--- src/rtl/controlador_barrido.sv ---
// controlador_barrido: exhaustive test sequencer for a 4-input / 2-output boolean circuit.
// It steps abcd through all 16 input vectors and holds each one for ESPERA+1 cycles so the
// circuit can settle. On the last cycle of each hold it captures {E,F} into tabla, compares the
// pair against ESPERADO and counts the mismatching vectors in errores.
//
// Ports:
//   clk      - clock; all state changes happen on the rising edge
//   rst_b    - asynchronous active-low reset; aborts any sweep and clears every output
//   inicio   - start pulse; accepted only while idle
//   e_in     - E output of the circuit under control
//   f_in     - F output of the circuit under control
//   abcd     - vector driven to the circuit {A,B,C,D}
//   ocupado  - high while a sweep is in progress
//   listo    - high once a sweep has completed; cleared by the next accepted inicio
//   tabla    - captured responses; bits [2i+1:2i] = {E,F} for vector i
//   errores  - number of vectors whose captured pair differs from ESPERADO
//   fallo    - listo and at least one mismatch
module controlador_barrido #(
  parameter int unsigned ESPERA   = 3,
  parameter logic [31:0] ESPERADO = 32'h0000_0000
) (
  input  logic        clk,
  input  logic        rst_b,
  input  logic        inicio,
  input  logic        e_in,
  input  logic        f_in,
  output logic [3:0]  abcd,
  output logic        ocupado,
  output logic        listo,
  output logic [31:0] tabla,
  output logic [4:0]  errores,
  output logic        fallo
);

  // Reload value of the settle counter; ESPERAR lasts exactly ESPERA cycles.
  localparam logic [7:0] ContIni = 8'(ESPERA - 1);

  typedef enum logic [1:0] {StReposo, StEsperar, StMuestrear} estado_e;

  estado_e     state_q, state_d;
  logic [3:0]  idx_q, idx_d;
  logic [7:0]  cont_q, cont_d;
  logic [31:0] tabla_q, tabla_d;
  logic [4:0]  err_q, err_d;
  logic        listo_q, listo_d;
  logic        ocup_q, ocup_d;

  logic [1:0]  pair;
  logic [1:0]  pair_exp;
  logic [4:0]  bit_lo;

  assign pair     = {e_in, f_in};
  assign bit_lo   = {idx_q, 1'b0};
  assign pair_exp = ESPERADO[bit_lo +: 2];

  always_comb begin
    state_d = state_q;
    idx_d   = idx_q;
    cont_d  = cont_q;
    tabla_d = tabla_q;
    err_d   = err_q;
    listo_d = listo_q;
    ocup_d  = ocup_q;
    unique case (state_q)
      StReposo: begin
        if (inicio) begin
          idx_d   = 4'd0;
          cont_d  = ContIni;
          tabla_d = 32'd0;
          err_d   = 5'd0;
          listo_d = 1'b0;
          ocup_d  = 1'b1;
          state_d = StEsperar;
        end
      end
      StEsperar: begin
        cont_d = cont_q - 8'd1;
        if (cont_q == 8'd0) begin
          state_d = StMuestrear;
        end
      end
      StMuestrear: begin
        tabla_d[bit_lo +: 2] = pair;
        if (pair != pair_exp) begin
          err_d = err_q + 5'd1;
        end
        if (idx_q == 4'd15) begin
          // abcd stays on the last vector after the sweep.
          ocup_d  = 1'b0;
          listo_d = 1'b1;
          state_d = StReposo;
        end else begin
          idx_d   = idx_q + 4'd1;
          cont_d  = ContIni;
          state_d = StEsperar;
        end
      end
      default: state_d = StReposo;
    endcase
  end

  always_ff @(posedge clk or negedge rst_b) begin
    if (!rst_b) begin
      state_q <= StReposo;
      idx_q   <= 4'd0;
      cont_q  <= 8'd0;
      tabla_q <= 32'd0;
      err_q   <= 5'd0;
      listo_q <= 1'b0;
      ocup_q  <= 1'b0;
    end else begin
      state_q <= state_d;
      idx_q   <= idx_d;
      cont_q  <= cont_d;
      tabla_q <= tabla_d;
      err_q   <= err_d;
      listo_q <= listo_d;
      ocup_q  <= ocup_d;
    end
  end

  // The vector index doubles as the driven vector.
  assign abcd    = idx_q;
  assign ocupado = ocup_q;
  assign listo   = listo_q;
  assign tabla   = tabla_q;
  assign errores = err_q;
  assign fallo   = listo_q && (err_q != 5'd0);

endmodule

--- config.mk ---
export PLATFORM = sky130hd
export DESIGN_NAME = controlador_barrido
export DESIGN_NICKNAME = d
export VERILOG_FILES = /design/src/rtl/controlador_barrido.sv
export SDC_FILE = /design/constraint.sdc
export NUM_CORES = 1
export LEC_CHECK = 0
export CORE_UTILIZATION = 57
export CTS_CLUSTER_SIZE = 24
export DETAILED_ROUTE_END_ITERATION = 7
export PLACE_DENSITY_LB_ADDON = 0.3
export SYNTH_ARGS = -nofsm -noshare
export SYNTH_HDL_FRONTEND = slang
export SYNTH_SLANG_ARGS = --single-unit
--- constraint.sdc ---
create_clock -name clk -period 4.2 [get_ports clk]
set_clock_uncertainty 0.2 [all_clocks]
set_input_delay 0.63 -clock clk [delete_from_list [all_inputs] [get_ports clk]]
set_output_delay 0.63 -clock clk [all_outputs]
set_load 0.01 [all_outputs]
Word-level counts from Yosys, hierarchy flattened
Cells that the tools add are included.
{"block": "totals", "output_inout_bits": 44, "reg_bits": 53}
{"block": "classes", "n_eq_ne": 9, "mux": 22, "shifts": 3, "n_reduce_logical": 12, "addsub": 4}
{"operator": "$pmux 32 s2", "count": 1}
{"operator": "$bwmux 32", "count": 1}
{"operator": "$mux 32", "count": 1}
{"operator": "$shift 2x7->32 const A", "count": 1}
{"operator": "$shiftx 2x7->32", "count": 1}
{"operator": "$shiftx 32x6->2 const A", "count": 1}
{"operator": "$pmux 8 s3", "count": 1}
{"operator": "$mux 8", "count": 2}
{"operator": "$reduce_and 3->1", "count": 4}
{"operator": "$mux 5", "count": 2}
{"operator": "$ne 2x2->1 const B", "count": 5}
{"operator": "$pmux 5 s2", "count": 1}
{"operator": "$logic_not 8->1", "count": 1}
{"operator": "$mux 4", "count": 2}
{"operator": "$pmux 4 s2", "count": 1}
{"operator": "$sub 8x1->8 const B", "count": 1}
{"operator": "$neg 5->7", "count": 1}
{"operator": "$pmux 2 s3", "count": 1}
{"operator": "$add 5x1->5 const B", "count": 1}
{"operator": "$mux 1", "count": 5}
{"operator": "$reduce_bool 5->1", "count": 1}
{"operator": "$add 4x1->4 const B", "count": 1}
{"operator": "$eq 4x4->1 const B", "count": 1}
{"operator": "$mux 2", "count": 2}
{"operator": "9 further kinds", "count": 11}

Logic depth before layout (Yosys ltp)
Gate-level depths: netlist of run 1.
{"block": "logic_depth", "ltp_word": 4, "ltp_mapped": 8}

Worst setup path after synthesis of run 1
Ideal clock, no wire load.
{"block": "synth_timing", "path_type": "register to register", "from": "reg idx_q[0], in the netlist abcd[0]", "to": "reg tabla_q[8], in the netlist tabla[8]", "period_less_slack_ns": 2.484, "setup_time_ns": 0.087, "setup_slack_ns": 1.716, "arrival_ns": 2.198, "path_stages_with_launch": 9, "cell_sequence": "dfrtp_1 -> clkbuf_1 -> inv_1 -> ha_1 -> clkbuf_1 -> or4_1 -> o32ai_2 -> nand3_1 -> o211ai_1"}
{"block": "synth_via", "elab_chain_len": 4, "elab_cells_between_ends": 5}
{"item": "start, declared", "line": "41", "source": "logic [3:0] idx_q, idx_d;"}
{"item": "start signal, assigned", "line": "113", "source": "idx_q <= idx_d;"}
{"item": "$neg 5->7 *", "line": "83", "source": "tabla_d[bit_lo +: 2] = pair;"}
{"item": "$shiftx 2x7->32 / $shift 2x7->32 (equally long branches)", "line": "83"}
{"item": "$bwmux 32 *", "line": "83"}
{"item": "$pmux 32 s2 *", "line": "64", "source": "unique case (state_q)"}
{"item": "end signal, assigned", "line": "115", "source": "tabla_q <= tabla_d;"}
{"item": "end, declared", "line": "43", "source": "logic [31:0] tabla_q, tabla_d;"}
Mark *: on every way between the ends. The rest lies on a longest branch, timed or not.
A chain may end at the register's enable or synchronous reset.

Worst setup path after layout of run 1
{"block": "layout_timing", "from": "reg idx_q[0], in the netlist abcd[0]", "to": "reg tabla_q[4], in the netlist tabla[4]"}
Same word-level chain as after synthesis.

==> summary.txt, run 1 <==
Status = finished clean
Fin. Hold Viols = 0
Cell Pwr Density = 238 nW/µm²
Port bufs = 48
Most instantiated library cell after synthesis = dfrtp_1
Initial Util = 60.3%
Commonest cells post-synth = 53 x dfrtp_1, 40 x nand2_1, 18 x nor2_1, 14 x nand3_1, 14 x o22ai_1
R2R depth = 6
Ys flop type = dfrtp_1
Clk sinks = 53
TritonCTS buffer count = 5
Final HPWL DP = 4300 µm
CTS tree = yes
Filler cell count = 385
Synth-to-Final Area Change = 19.5%
Setup CP Type = flip-flop to flip-flop
Post-Route WL = 6150 µm
Area of the multi-input gates = 1420 µm²
Routed length per instance = 15.1 µm
Max cap viols = 0
Largest net degree at the start of global routing = 54
Cells along the critical path = inv_1 > ha_1 > or2_1 > o32ai_1 > nand3_1 > o211ai_1
Final #Nets = 352
EDFF count, synth = 0
Ant diodes = 0
# resized after CTS = 0
Depth of the CTS H-tree = 2
Setup TNS = 0 ps
Cell variety after synth = 53
Global route overflow = 0
RSZ-0062 raised after global routing = false
Cell taking the most area after synthesis = dfrtp_1
Wl on met1 = 2810 µm
Reg area = 1330 µm²
Fin cells = 406
Slew @ Worst Pin = 860 ps
CTS root buffer = clkbuf_8
Final setup vio count = 0
Antenna violations before repair = 0
Starting DRT DRC Count = 188
Postcts setup bufs = 0
CP max stage cell = dfrtp_1
Slew Viols, Final = 0
Hold Path Class = input port to async pin
Post-route antenna net violation count = 0
Hold buffers post-CTS = 0
Tot GR Track Use = 25.1%
Vias = 2372
Layout cell share with drive strength beyond 1 = 5.60%
Slew Limit Headroom = 42.6%
Vias per cell = 5.84
Skew-Pair Late Insertion Delay = 300 ps
Finished Cell Area = 3450 µm²
Seq/Total Area, Yosys = 45.9%
Post-layout util = 72.1%
First-pass GRT wire length = 10300 µm
Gate Count Post-Synth = 300
GP Congestion = 0.857
Row count = 25
Clk slew on worst S/H paths = 80 ps
Async S/R FF share, synth = 100%
Synth Net Count = 313
Post-synth top area share = 45.9%
Die Wd = 73.2 µm
Fin crit share = 65.7%
Ys Warns = 0
Minimum clock period = 2760 ps
IO Pins = 49
Worst slack, placed = 1520 ps
Die area = 5350 µm²
Placed Cells = 399
Worst setup margin = 1440 ps
#FFs+latches synth = 53
Die Ht = 73.2 µm
Routed length on met3 = 359 µm
TritonRoute pass-1 iters = 4
Fmax achieved = 362 MHz
Synthesized area = 2890 µm²
Worst setup EP type = flip-flop
Vias in the first global route = 2194
CP peak stage delay = 640 ps
Critical Path RT = 4220 ps
VDD IR max = 0.000168 V
Core area = 4790 µm²
WL met2 = 2920 µm
Synth area leaders = dfrtp_1 46%, nand2_1 5.2%, ha_1 3.5%
DP Area = 3360 µm²
Max FO, Critical Path = 16
Syn_area_per_cell = 9.63 µm²
DRC = 0
Clock buffer depth = 2
Leakage = 1.39 nW
Top sig layer = met4
Worst setup SP type = flip-flop
Worst EP arrival = 2780 ps
-- per-layer routing --
metal	GRT usage [%]	vias to the layer above
met5	0	-
met4	6.54	0
met3	6.08	5
met2	40.5	77
met1	34.0	1139
li1	-	1151
-- power breakdown --
group	internal [W]	switching, W	leakage (nW)	total [W]
sequential	0.000511	0.00000107	0.646	0.000512
combinational	0.00000788	0.0000137	0.699	0.0000216
clock	0.000131	0.000156	0.0443	0.000287
-- final timing paths --
| path | from | end | slack, ps |
|---|---|---|---|
| setup reg to reg | abcd[0] | tabla[4] | 1440 |
| max in group asynchronous | rst_b | tabla[2] | 3140 |
| hold reg to reg | tabla[11] | tabla[11] | 340 |
| min in group clk | tabla[11] | tabla[11] | 340 |
| setup / recovery | abcd[0] | tabla[4] | 1440 |
| hold / removal | rst_b | errores[3] | 240 |
-- area by class of cell --
class	instances	share of cell area, %
Multi-Input combinational cell	218	41.2
Timing Repair Buffer	50	14.2
Clock buffer	7	2.50
Sequential cell	53	38.4
Tap cell	67	2.43
Inverter	11	1.20
-- flip-flops by register name, summed over array words and instances (netlist names) --
register	count
ocupado	1
abcd	4
cont_q	8
state_q	2
listo	1
errores	5
tabla	32
-- cells in the final DEF (no fill, tap or decap), types with 3 or more instances in the layout --
cell,synthesis,layout
o22ai_1,14,14
a32o_1,6,6
nor3b_1,4,4
and2_1,7,7
nand4_1,3,3
mux2_1,4,4
ha_1,8,8
xnor2_1,8,8
a21oi_1,6,6
nand2b_1,5,5
nor2_1,18,18
clkdlybuf4s50_1,0,47
dfrtp_1,53,53
o211ai_1,9,9
o21ai_1,5,5
nand3_1,14,14
or2_1,3,3
nand2_1,40,40
o21ai_0,12,12
nor2b_1,7,7
inv_1,11,11
clkbuf_8,0,6
nor3_1,5,5
nand3b_1,3,3
a22o_1,4,4
-- through the flow --
stage               hold WS, ps  total power (W)
floorplan                   134         0.000525
global placement            310         0.000544
detailed placement          316         0.000545
CTS                         264         0.000827
global route                309         0.000851
finish                      240         0.000821
-- logic make-up (layout without fill, tap and decap cells) --
family / count (synthesis) / count (layout) / synth area share [%]
muxes: 5 / 5 / 1.91
DFF: 53 / 53 / 45.9
AOI/OAI and AO/OA: 66 / 66 / 15.7
xor gates and xnor gates: 10 / 10 / 3.03
adders and majority gates: 8 / 8 / 3.47
buffers and inverters: 29 / 68 / 4.85
and+or+nand+nor: 129 / 129 / 25.1
-- critical path, delay by kind of cell (launching register included) --
kind / cells / cell delay (ps)
AO/OA/AOI/OAI: 2 / 750
flip-flops: 1 / 640
AND/OR/NAND/NOR: 2 / 500
adder cells (fa/ha/maj): 1 / 410
buffers and inverters: 1 / 170
Note: power is estimated with default switching activity, not from simulation.
==> inputs of run 2 (changes only) <==
--- a/config.mk
+++ b/config.mk
@@ -5,7 +5,7 @@
 export SDC_FILE = /design/constraint.sdc
 export NUM_CORES = 1
 export LEC_CHECK = 0
-export CORE_UTILIZATION = 57
+export CORE_UTILIZATION = 53
 export CTS_CLUSTER_SIZE = 24
 export DETAILED_ROUTE_END_ITERATION = 7
 export PLACE_DENSITY_LB_ADDON = 0.3
==> constraint.sdc (replaced) <==
create_clock -name clk -period 2.56 [get_ports clk]
set_clock_uncertainty 0.2 [all_clocks]
set_input_delay 0.384 -clock clk [delete_from_list [all_inputs] [get_ports clk]]
set_output_delay 0.384 -clock clk [all_outputs]
set_load 0.01 [all_outputs]
==> summary.txt, run 2 (synthesis gave the netlist of run 1 again) <==
Status = finished clean
CP Depth = 1
Clk sinks = 53
Cells along the critical path = clkdlybuf4s50_1
Fin. Hold Viols = 0
Routed length per instance = 14.9 µm
Layout cell share with drive strength beyond 1 = 7.76%
R2R depth = 6
Logic pwr share = 3.0%
Final setup vio count = 0
Worst EP arrival = 1760 ps
Seq pwr share = 62.4%
Hold-critical path depth = 2
CP max stage cell = dfrtp_1
Skew-Pair Late Insertion Delay = 300 ps
Vias in the first global route = 2295
Antenna violations before repair = 0
Vias per cell = 5.70
Largest net degree at the start of global routing = 29
First-pass GRT wire length = 10500 µm
Worst setup EP type = primary output
Depth of the CTS H-tree = 2
IO Pins = 49
Slew @ Worst Pin = 689 ps
Row count = 26
Global route overflow = 0
Max FO, Critical Path = 21
Vias = 2382
CTS root buffer = clkbuf_8
Pint = 0.00107 W
Fin crit share = 91.5%
TritonRoute pass-1 iters = 4
Ant diodes = 0
Commonest non-fill, non-tap cells in the layout = 53 x dfrtp_1, 47 x clkdlybuf4s50_1, 40 x nand2_1
Minimum clock period = 2340 ps
Initial Util = 55.8%
Post-route antenna net violation count = 0
Synth-to-Final Area Change = 22.4%
DRC = 0
Worst setup SP type = flip-flop
Hold_ws = 332 ps
Critical Path RT = 1980 ps
Setup TNS = 0 ps
Post-Route WL = 6240 µm
Hold Path Class = flip-flop to flip-flop
Setup CP Type = flip-flop to primary output
Switching share of power = 20.6%
CTS tree = yes
Cell Pwr Density = 381 nW/µm²
Core area = 5170 µm²
Final HPWL DP = 4570 µm
Max FFs per register = 32
Clk slew on worst S/H paths = 90 ps
Clock buffer depth = 2
TritonCTS buffer count = 5
VDD IR max = 0.000300 V
Final #Nets = 361
Filler cell count = 409
Max cap viols = 0
Tot GR Track Use = 24.3%
Starting DRT DRC Count = 160
Die area = 5750 µm²
Die Ht = 75.8 µm
GP Congestion = 0.851
# resized after CTS = 0
Slew Limit Headroom = 54.0%
Fmax achieved = 427 MHz
WP buf/inv = 1
Cell family with most CP delay = flip-flops
Clock group share of total power = 34.6%
Net switching power = 0.000277 W
CP peak stage delay = 790 ps
RSZ-0062 raised after global routing = false
Die Wd = 75.8 µm
Leakage = 1.44 nW
Most common cell after layout, fill and taps aside = dfrtp_1
Slew Viols, Final = 0
Port bufs = 48
[run 2: path summary, 6_finish.rpt]
check / from / to / slack, ps
max: abcd[3] / abcd[3] / 220
min: tabla[17] / tabla[17] / 330
max reg2reg: abcd[0] / tabla[2] / 310
min reg2reg: tabla[17] / tabla[17] / 330
max in group asynchronous: rst_b / tabla[11] / 1140
min in group asynchronous: rst_b / errores[4] / 450
[run 2: metal layers]
metal  GRT usage [%]  wire length, µm  up-vias
li1                -                -     1159
met4            8.02               95        0
met3            3.97              268       10
met5               0                0        -
met1            33.4             2870     1153
met2            39.4             3010       60
[run 2: power by group through the flow]
stage | Clock (W) | Combinational [W] | Sequential (W)
global placement | 0 | 0.0000396 | 0.000856
detailed placement | 0 | 0.0000401 | 0.000856
CTS | 0.000480 | 0.0000413 | 0.000840
global route | 0.000506 | 0.0000453 | 0.000840
floorplan | 0 | 0.00000448 | 0.000857
finish | 0.000466 | 0.0000400 | 0.000840
[run 2: timing repair]
action                    4_1_cts  5_1_grt
hold endpoints to repair       27        0
buffers inserted                0        0
hold buffers                    1        0
[run 2: worst register-to-register path, delay by kind of cell (launching register included)]
family / cells / cell delay [ps]
and+or+nand+nor: 2 / 670
AOI/OAI and AO/OA: 2 / 480
adders and majority gates: 1 / 360
DFF: 1 / 350
buffers and inverters: 1 / 70
[run 2: metrics by stage]
step / cells / util, % / instance area (µm²) / worst slack, ps / power, W
4_1_cts: 418 / 68.4 / 3540 / 211 / 0.00136
2_1_floorplan: 300 / - / 2890 / 75.7 / 0.000862
3_3_place_gp: 410 / 66.5 / 3440 / 403 / 0.000896
6_report: 418 / 68.4 / 3540 / 219 / 0.00135
3_5_place_dp: 410 / 66.5 / 3440 / 339 / 0.000897
5_1_grt: 418 / 68.4 / 3540 / 91.3 / 0.00139
[run 2: final cells by class]
class / count / area, µm² / area share (%)
clock buffers: 7 / 86.3 / 2.44
repair buffers: 59 / 573 / 16.2
inverters: 11 / 41.3 / 1.17
flip-flops and latches: 53 / 1330 / 37.5
multi-input cells: 218 / 1420 / 40.2
well taps: 70 / 87.6 / 2.48
